## src/rtl/cmd_pkg.sv

```systemverilog
// Command codes and the queued entry layout shared by the arbiter and its FIFO.
package cmd_pkg;

  localparam logic [3:0] CMD_NONE    = 4'd0;
  localparam logic [3:0] CMD_LEFT    = 4'd1;
  localparam logic [3:0] CMD_UP      = 4'd2;
  localparam logic [3:0] CMD_DOWN    = 4'd3;
  localparam logic [3:0] CMD_RIGHT   = 4'd4;
  localparam logic [3:0] CMD_RETRY   = 4'd5;
  localparam logic [3:0] CMD_RETRACT = 4'd6;
  localparam logic [3:0] CMD_NEXT    = 4'd7;
  localparam logic [3:0] CMD_M_LEFT  = 4'd8;
  localparam logic [3:0] CMD_M_RIGHT = 4'd9;

  localparam int ENTRY_W = 10;

  typedef struct packed {
    logic [3:0] code;
    logic [5:0] cursor;
  } cmd_entry_t;

endpackage

```

## src/rtl/cmd_fifo.sv

```systemverilog
// Synchronous first-word-fall-through FIFO with flush and occupancy count.
module cmd_fifo #(
  parameter int DEPTH = 4,
  parameter int WIDTH = 10
) (
  input  logic                     clk,
  input  logic                     reset,
  input  logic                     flush,
  input  logic                     push,
  input  logic [WIDTH-1:0]         push_data,
  input  logic                     pop,
  output logic [WIDTH-1:0]         head_data,
  output logic                     valid,
  output logic                     full,
  output logic [$clog2(DEPTH):0]   count
);

  localparam int AW = $clog2(DEPTH);
  localparam int CW = AW + 1;

  logic [WIDTH-1:0] mem [DEPTH];
  logic [AW-1:0]    wr_ptr;
  logic [AW-1:0]    rd_ptr;
  logic             do_push;
  logic             do_pop;

  assign valid   = (count != '0);
  assign full    = (count == CW'(DEPTH));
  assign do_push = push && !full && !flush;
  assign do_pop  = pop && valid && !flush;

  // Head is masked when empty so the output is a clean zero after reset.
  assign head_data = valid ? mem[rd_ptr] : '0;

  // Pointers and count; power-of-two depth lets the pointers wrap naturally.
  always_ff @(posedge clk) begin
    if (reset || flush) begin
      wr_ptr <= '0;
      rd_ptr <= '0;
      count  <= '0;
    end else begin
      if (do_push) wr_ptr <= wr_ptr + AW'(1);
      if (do_pop)  rd_ptr <= rd_ptr + AW'(1);
      case ({do_push, do_pop})
        2'b10:   count <= count + CW'(1);
        2'b01:   count <= count - CW'(1);
        default: count <= count;
      endcase
    end
  end

  // Storage array; data only, never reset.
  always_ff @(posedge clk) begin
    if (do_push) mem[wr_ptr] <= push_data;
  end

endmodule

```

## src/rtl/cmd_arbiter.sv

```systemverilog
// Merges keyboard and mouse button edges into one ordered command stream.
module cmd_arbiter
  import cmd_pkg::*;
#(
  parameter int FIFO_DEPTH = 4,
  parameter int DROP_W     = 8
) (
  input  logic                          clk,
  input  logic                          reset,
  input  logic                          flush,
  input  logic [6:0]                    key_in,
  input  logic                          mouse_left,
  input  logic                          mouse_right,
  input  logic                          mouse_retract,
  input  logic                          mouse_retry,
  input  logic                          game_area,
  input  logic [5:0]                    cursor,
  input  logic                          cmd_ready,
  output logic                          cmd_valid,
  output logic [3:0]                    cmd_code,
  output logic [5:0]                    cmd_cursor,
  output logic [$clog2(FIFO_DEPTH):0]   fifo_count,
  output logic [DROP_W-1:0]             drop_cnt
);

  // Keyboard bits: 6 left, 5 up, 4 down, 3 right, 2 retry, 1 retract, 0 next.
  function automatic logic [3:0] key_pick(input logic [6:0] r);
    if      (r[2]) return CMD_RETRY;
    else if (r[1]) return CMD_RETRACT;
    else if (r[0]) return CMD_NEXT;
    else if (r[6]) return CMD_LEFT;
    else if (r[5]) return CMD_UP;
    else if (r[4]) return CMD_DOWN;
    else if (r[3]) return CMD_RIGHT;
    else           return CMD_NONE;
  endfunction

  // Mouse bits: 3 retry, 2 retract, 1 left, 0 right.
  function automatic logic [3:0] mouse_pick(input logic [3:0] r);
    if      (r[3]) return CMD_RETRY;
    else if (r[2]) return CMD_RETRACT;
    else if (r[1]) return CMD_M_LEFT;
    else if (r[0]) return CMD_M_RIGHT;
    else           return CMD_NONE;
  endfunction

  function automatic logic [2:0] pop7(input logic [6:0] v);
    logic [2:0] n;
    n = '0;
    for (int i = 0; i < 7; i++) n = n + {2'b00, v[i]};
    return n;
  endfunction

  function automatic logic [DROP_W-1:0] sat_add(input logic [DROP_W-1:0] a,
                                                input logic [3:0] b);
    logic [DROP_W:0] s;
    s = {1'b0, a} + {{(DROP_W-3){1'b0}}, b};
    return s[DROP_W] ? {DROP_W{1'b1}} : s[DROP_W-1:0];
  endfunction

  logic [3:0]  mouse_lvl;
  logic [6:0]  key_prev_p0;
  logic [3:0]  mouse_prev_p0;
  logic [6:0]  key_rise;
  logic [3:0]  mouse_rise;

  logic        kbd_pend_p1;
  logic [3:0]  kbd_code_p1;
  logic        mouse_pend_p1;
  cmd_entry_t  mouse_entry_p1;
  logic        prefer_mouse_p1;

  logic        grant_kbd;
  logic        grant_mouse;
  logic        rr_flip;
  logic        kbd_blocked;
  logic        mouse_blocked;
  logic        kbd_load;
  logic        mouse_load;
  logic [3:0]  kbd_next_code;
  logic [3:0]  mouse_next_code;
  logic [2:0]  kbd_drops;
  logic [2:0]  mouse_drops;
  logic [3:0]  drops;

  logic        fifo_full;
  cmd_entry_t  push_entry;
  cmd_entry_t  head_entry;

  assign mouse_lvl = {mouse_retry, mouse_retract, mouse_left, mouse_right};

  // ---- stage p0: edge detection against last cycle's levels ----
  assign key_rise   = key_in & ~key_prev_p0;
  assign mouse_rise = {mouse_lvl[3:2] & ~mouse_prev_p0[3:2],
                       mouse_lvl[1:0] & ~mouse_prev_p0[1:0] & {2{game_area}}};

  // History starts at all ones so levels held through reset never fire.
  always_ff @(posedge clk) begin
    if (reset) begin
      key_prev_p0   <= '1;
      mouse_prev_p0 <= '1;
    end else begin
      key_prev_p0   <= key_in;
      mouse_prev_p0 <= mouse_lvl;
    end
  end

  // Round-robin grant from the pending slots; the pointer moves only on contention.
  always_comb begin
    grant_kbd   = 1'b0;
    grant_mouse = 1'b0;
    rr_flip     = 1'b0;
    if (!flush && !fifo_full) begin
      if (kbd_pend_p1 && mouse_pend_p1) begin
        rr_flip = 1'b1;
        if (prefer_mouse_p1) grant_mouse = 1'b1;
        else                 grant_kbd   = 1'b1;
      end else if (kbd_pend_p1) begin
        grant_kbd = 1'b1;
      end else if (mouse_pend_p1) begin
        grant_mouse = 1'b1;
      end
    end
  end

  // Slot loading and drop accounting; a slot freed by this cycle's grant can reload.
  always_comb begin
    kbd_next_code   = key_pick(key_rise);
    mouse_next_code = mouse_pick(mouse_rise);
    kbd_blocked     = kbd_pend_p1 && !grant_kbd;
    mouse_blocked   = mouse_pend_p1 && !grant_mouse;
    kbd_load        = !flush && (|key_rise) && !kbd_blocked;
    mouse_load      = !flush && (|mouse_rise) && !mouse_blocked;
    kbd_drops       = '0;
    mouse_drops     = '0;
    if (|key_rise)
      kbd_drops = kbd_blocked ? pop7(key_rise) : pop7(key_rise) - 3'd1;
    if (|mouse_rise)
      mouse_drops = mouse_blocked ? pop7({3'b000, mouse_rise})
                                  : pop7({3'b000, mouse_rise}) - 3'd1;
    drops = flush ? 4'd0 : ({1'b0, kbd_drops} + {1'b0, mouse_drops});
  end

  // ---- stage p1: pending slots, round-robin pointer, drop counter ----
  always_ff @(posedge clk) begin
    if (reset || flush) begin
      kbd_pend_p1   <= 1'b0;
      mouse_pend_p1 <= 1'b0;
    end else begin
      if (kbd_load)       kbd_pend_p1 <= 1'b1;
      else if (grant_kbd) kbd_pend_p1 <= 1'b0;
      if (mouse_load)       mouse_pend_p1 <= 1'b1;
      else if (grant_mouse) mouse_pend_p1 <= 1'b0;
    end
  end

  // Slot payloads; cursor is kept only for board clicks.
  always_ff @(posedge clk) begin
    if (kbd_load) kbd_code_p1 <= kbd_next_code;
    if (mouse_load) begin
      mouse_entry_p1.code   <= mouse_next_code;
      mouse_entry_p1.cursor <= (mouse_next_code == CMD_M_LEFT ||
                                mouse_next_code == CMD_M_RIGHT) ? cursor : 6'd0;
    end
  end

  // Pointer and saturating drop counter; flush leaves the counter alone.
  always_ff @(posedge clk) begin
    if (reset) begin
      prefer_mouse_p1 <= 1'b0;
      drop_cnt        <= '0;
    end else begin
      if (rr_flip) prefer_mouse_p1 <= ~prefer_mouse_p1;
      drop_cnt <= sat_add(drop_cnt, drops);
    end
  end

  // ---- stage p2: command FIFO towards the core ----
  assign push_entry = grant_kbd ? cmd_entry_t'({kbd_code_p1, 6'd0}) : mouse_entry_p1;

  cmd_fifo #(
    .DEPTH (FIFO_DEPTH),
    .WIDTH (ENTRY_W)
  ) u_fifo (
    .clk       (clk),
    .reset     (reset),
    .flush     (flush),
    .push      (grant_kbd || grant_mouse),
    .push_data (push_entry),
    .pop       (cmd_ready),
    .head_data (head_entry),
    .valid     (cmd_valid),
    .full      (fifo_full),
    .count     (fifo_count)
  );

  assign cmd_code   = head_entry.code;
  assign cmd_cursor = head_entry.cursor;

endmodule

```

## config.mk

```make
export PLATFORM = sky130hd
export DESIGN_NAME = cmd_arbiter
export DESIGN_NICKNAME = d
export VERILOG_FILES = /design/src/rtl/cmd_pkg.sv /design/src/rtl/cmd_fifo.sv /design/src/rtl/cmd_arbiter.sv
export SDC_FILE = /design/constraint.sdc
export NUM_CORES = 1
export LEC_CHECK = 0
export ABC_AREA = 1
export BUFFER_PORTS_ARGS = -buffer_cell sky130_fd_sc_hd__buf_2
export CAP_MARGIN = 25
export CORE_MARGIN = 1.5
export CORE_UTILIZATION = 40
export DETAILED_ROUTE_END_ITERATION = 12
export PLACE_DENSITY = 0.64
export SLEW_MARGIN = 15
export SYNTH_ARGS = -nofsm -noshare
export SYNTH_HDL_FRONTEND = slang
export SYNTH_SLANG_ARGS = --single-unit
```

## constraint.sdc

```tcl
create_clock -name clk -period 13.75 [get_ports clk]
set_input_delay 1.375 -clock clk [delete_from_list [all_inputs] [get_ports clk]]
set_output_delay 1.375 -clock clk [all_outputs]
set_load 0.03 [all_outputs]
```

==> impl_results.md <==
* Multi-input logic area at between 1000 and 1500 um^2
* Hold Crit Depth at 2
* Final HPWL DP at between 5000 and 6000 um
* Initial antenna violation count at 0
* Syn_nets at 496
* Maximum level of the CTS H-tree at 3
* Ys Warns at 0
* Static leakage at roughly 2.1 nW
* FP Rows at 36
* Fin nets at 541
* Post_cts resized at 0
* Residual DRC at 0
* CTS tree: done
* Register area share after synthesis at approximately 54%
* Area of the mapped netlist at about 4100 um^2
* Launching point of the worst reg2reg path: key_prev_p0[1]
* Worst vdd ir at roughly 0.094 mV
* Type of the most critical hold path: flip-flop to flip-flop
* Highest clock rate at around 0.18 GHz
* RSZ-0062 raised after global routing: false
* CP Max Fanout at 5
* First-pass GRT wire length at 12600 um
* Slowest cell on crit path: fa_1
* Count of different cell masters after synthesis at 32
* Input/output buffers at between 40 and 50
* Synth top area share at 39.2%
* Die Y at 104 um
* GP Congestion at approximately 0.77
* # Max-Cap Violations at 0
* Final Hold Fails at 0
* WP buf/inv at 7
* Final core area utilization at a little under half
* Antenna Violating Nets Remaining at 0
* Area contributors post-synth: edfxtp_1 39%, dfxtp_1 15%, nor2_1 7.9%, inv_1 7.2%, ha_1 5.9%
* Final WL at between 7000 and 8000 um
* Overall die width at approximately 100 um
* Share of cells above drive strength 1 at 14.5%
* R2R Setup Slk at between 8 and 9 ns
* Syn-to-layout area delta at 13.5%
* Drt pass-1 iters at 4
* Cell Chain, Critical Path: buf_2 -> inv_1 -> nor2_1 -> inv_1 -> fa_1 -> fa_1 -> inv_1 -> fa_1 -> fa_1 -> inv_1 -> ha_1 -> nand2_1 -> o21ai_0 -> nor2_1 -> fa_1 -> inv_1 -> nor2_1 -> fa_1 -> nand3_1 -> nand2_1 -> nand3_1 -> nand3_1 -> nand2_1 -> inv_1
* Mapped Cells at 447
* Register area at ~2200 um^2
* Critical Path Max Stage Delay at around 0.50 ns
* Crit path from: key_in[1]
* Slew Limit Fails at 0
* IO Pins at 44
* Avg Cell Area, Syn at a little over 9 um^2
* CP Data Arrival Time at between 5 and 6 ns
* CTS Buf Count at 9
* Crit-path leading delay family: adder cells
* Worst Setup Start Kind: primary input
* Clock Latency Late Sink at between 0.3 and 0.4 ns
* Rel. slew slack at between 30 and 40%
* Worst EP required at roughly 14 ns
* Clk pin slew, worst setup/hold paths at 0.10 ns
* Min cycle time layout at roughly 5.6 ns
* Filler Cell Count at 985
* Num Clock Sinks at between 80 and 90
* Post-CTS Setup Repair Bufs at 0
* Core area at ~10000 um^2
* Seq cells post-synth at 84
* Hold-fix buffers, CTS at 0
* Power density cells at 119 nW/um^2
* Die area at 10800 um^2
* Global Route Usage Sum at between 10 and 15%
* Worst hold start: u_fifo.rd_ptr[1]
* Worst Max-Slew Pin Slew at slightly below 1 ns
* Cell count along the critical path at 24
* Sum Neg Setup Slack at 0 ns
* Max Buffers Root-to-Sink at 2
* Drt initial violations at 130
* Vias/cell at roughly 4.7
* Part of the cycle the worst path needs at about two fifths
* Setup crit end kind: flip-flop
* Post-DR wirelength/cell at ~12 um
* Synth area leader: edfxtp_1
* Outcome: complete, no violations
* Worst Skew at roughly 0.017 ns
* Finish-stage setup viols at 0
* Pin count of the biggest net entering global routing at 22
* Reg2Reg Depth at 22
* Critical R2R Capture: drop_cnt[5]
* Grt ovf at 0
* Initial Util at 41.4%
* Vias in the first global route at approximately 2900
* Vias at around 3000
* Clk Tree Root Cell: clkbuf_8
* WS Path Type: primary input to flip-flop
* Antenna Diode Count at 0
==> layer usage <==
metal  GRT usage, %  vias to the layer above  share of wire [%]
met2           25.0                       58                 49
li1               -                     1519                  -
met1           17.5                     1388                 45
met3           3.15                       16                3.8
met4           7.24                        0                2.1
met5              0                        -                  0
==> flip-flops by register name, summed over array words and instances (netlist names), named ones only <==
signal and count:
u_fifo.count 3, drop_cnt 8, prefer_mouse_p1 1, kbd_pend_p1 1
kbd_code_p1 3, mouse_entry_p1 10, u_fifo.rd_ptr 2, mouse_prev_p0 4
mouse_pend_p1 1, u_fifo.mem 40, u_fifo.wr_ptr 2, key_prev_p0 7
==> worst max path at each step <==
stage,endpoint,slack (ns)
floorplan,drop_cnt[5],8.13
global placement,drop_cnt[5],7.86
detailed placement,drop_cnt[5],7.78
CTS,drop_cnt[5],8.16
global route,drop_cnt[5],7.87
finish,drop_cnt[5],8.16
==> area by class of cell <==
cell class                      instances  share of cell area, %
Sequential cell                        84                   48.0
Multi-Input combinational cell        272                   32.5
Inverter                               81                   6.60
Timing Repair Buffer                   44                   4.83
Tap cell                              133                   3.61
Clock buffer                            9                   2.69
Clock inverter                          7                   1.76
==> power breakdown <==
group          switching, mW  internal [mW]
combinational         0.0569         0.0316
sequential           0.00584          0.279
clock                  0.101         0.0720
==> layout by cell type (no fill, tap or decap), types with 2 or more instances in the layout <==
| master | Yosys | final |
|---|---|---|
| or2_2 | 4 | 4 |
| nand3b_1 | 2 | 2 |
| o21ai_0 | 30 | 30 |
| inv_8 | 0 | 2 |
| clkbuf_8 | 0 | 9 |
| inv_2 | 2 | 2 |
| dfxtp_1 | 31 | 31 |
| xnor2_1 | 2 | 2 |
| a21oi_1 | 33 | 33 |
| buf_2 | 4 | 43 |
| nand3_1 | 17 | 17 |
| o21ai_1 | 4 | 4 |
| nor2_1 | 85 | 85 |
| ha_1 | 19 | 19 |
| edfxtp_1 | 53 | 53 |
| nand2_1 | 56 | 56 |
| clkinv_8 | 0 | 2 |
| clkinv_4 | 0 | 3 |
| inv_1 | 78 | 78 |
| fa_1 | 8 | 8 |
==> per-stage QoR <==
step                hold slack (ns)  cells  setup slack (ns)  power [mW]  area [um^2]
global route                  0.482    630              7.87       0.579         4610
CTS                           0.471    630              8.16       0.553         4610
floorplan                     0.433    447              8.13       0.357         4060
global placement              0.452    614              7.86       0.377         4400
finish                        0.462    630              8.16       0.547         4610
detailed placement            0.467    614              7.78       0.379         4400
==> cells by family (layout without fill, tap and decap cells) <==
| logic type | count (synthesis) | in the layout | synth area share [%] |
|---|---|---|---|
| compound gates | 71 | 71 | 9.09 |
| buf+inv | 91 | 141 | 8.66 |
| fa+ha+maj | 27 | 27 | 9.80 |
| xor+xnor | 3 | 3 | 0.647 |
| flops | 84 | 84 | 54.5 |
| simple gates | 171 | 171 | 17.3 |
==> worst reg2reg max path, stage by stage (launching register included) <==
cell	delay (ns)
dfxtp_1	0.31
nor2_1	0.15
inv_1	0.11
fa_1	0.48
fa_1	0.49
inv_1	0.05
fa_1	0.37
fa_1	0.50
inv_1	0.04
ha_1	0.28
nand2_1	0.06
o21ai_0	0.07
nor2_1	0.18
fa_1	0.43
inv_1	0.07
nor2_1	0.06
fa_1	0.44
nand3_1	0.10
nand2_1	0.11
nand3_1	0.19
nand3_1	0.10
nand2_1	0.06
inv_1	0.04
==> synth_stat cells, drive strengths merged <==
library cell  instances
a21oi                34
fa                    8
nand2                57
o21ai                34
o22ai                 1
inv                  80
xnor2                 2
nor2                 86
clkinv                1
nand3b                2
nand4                 1
nand3                18
ha                   19
a31oi                 1
dfxtp                31
or2                   5
clkbuf                5
nor3                  2
xor2                  1
edfxtp               53
o211ai                1
buf                   5
Note: power is estimated with default switching activity, not from simulation.
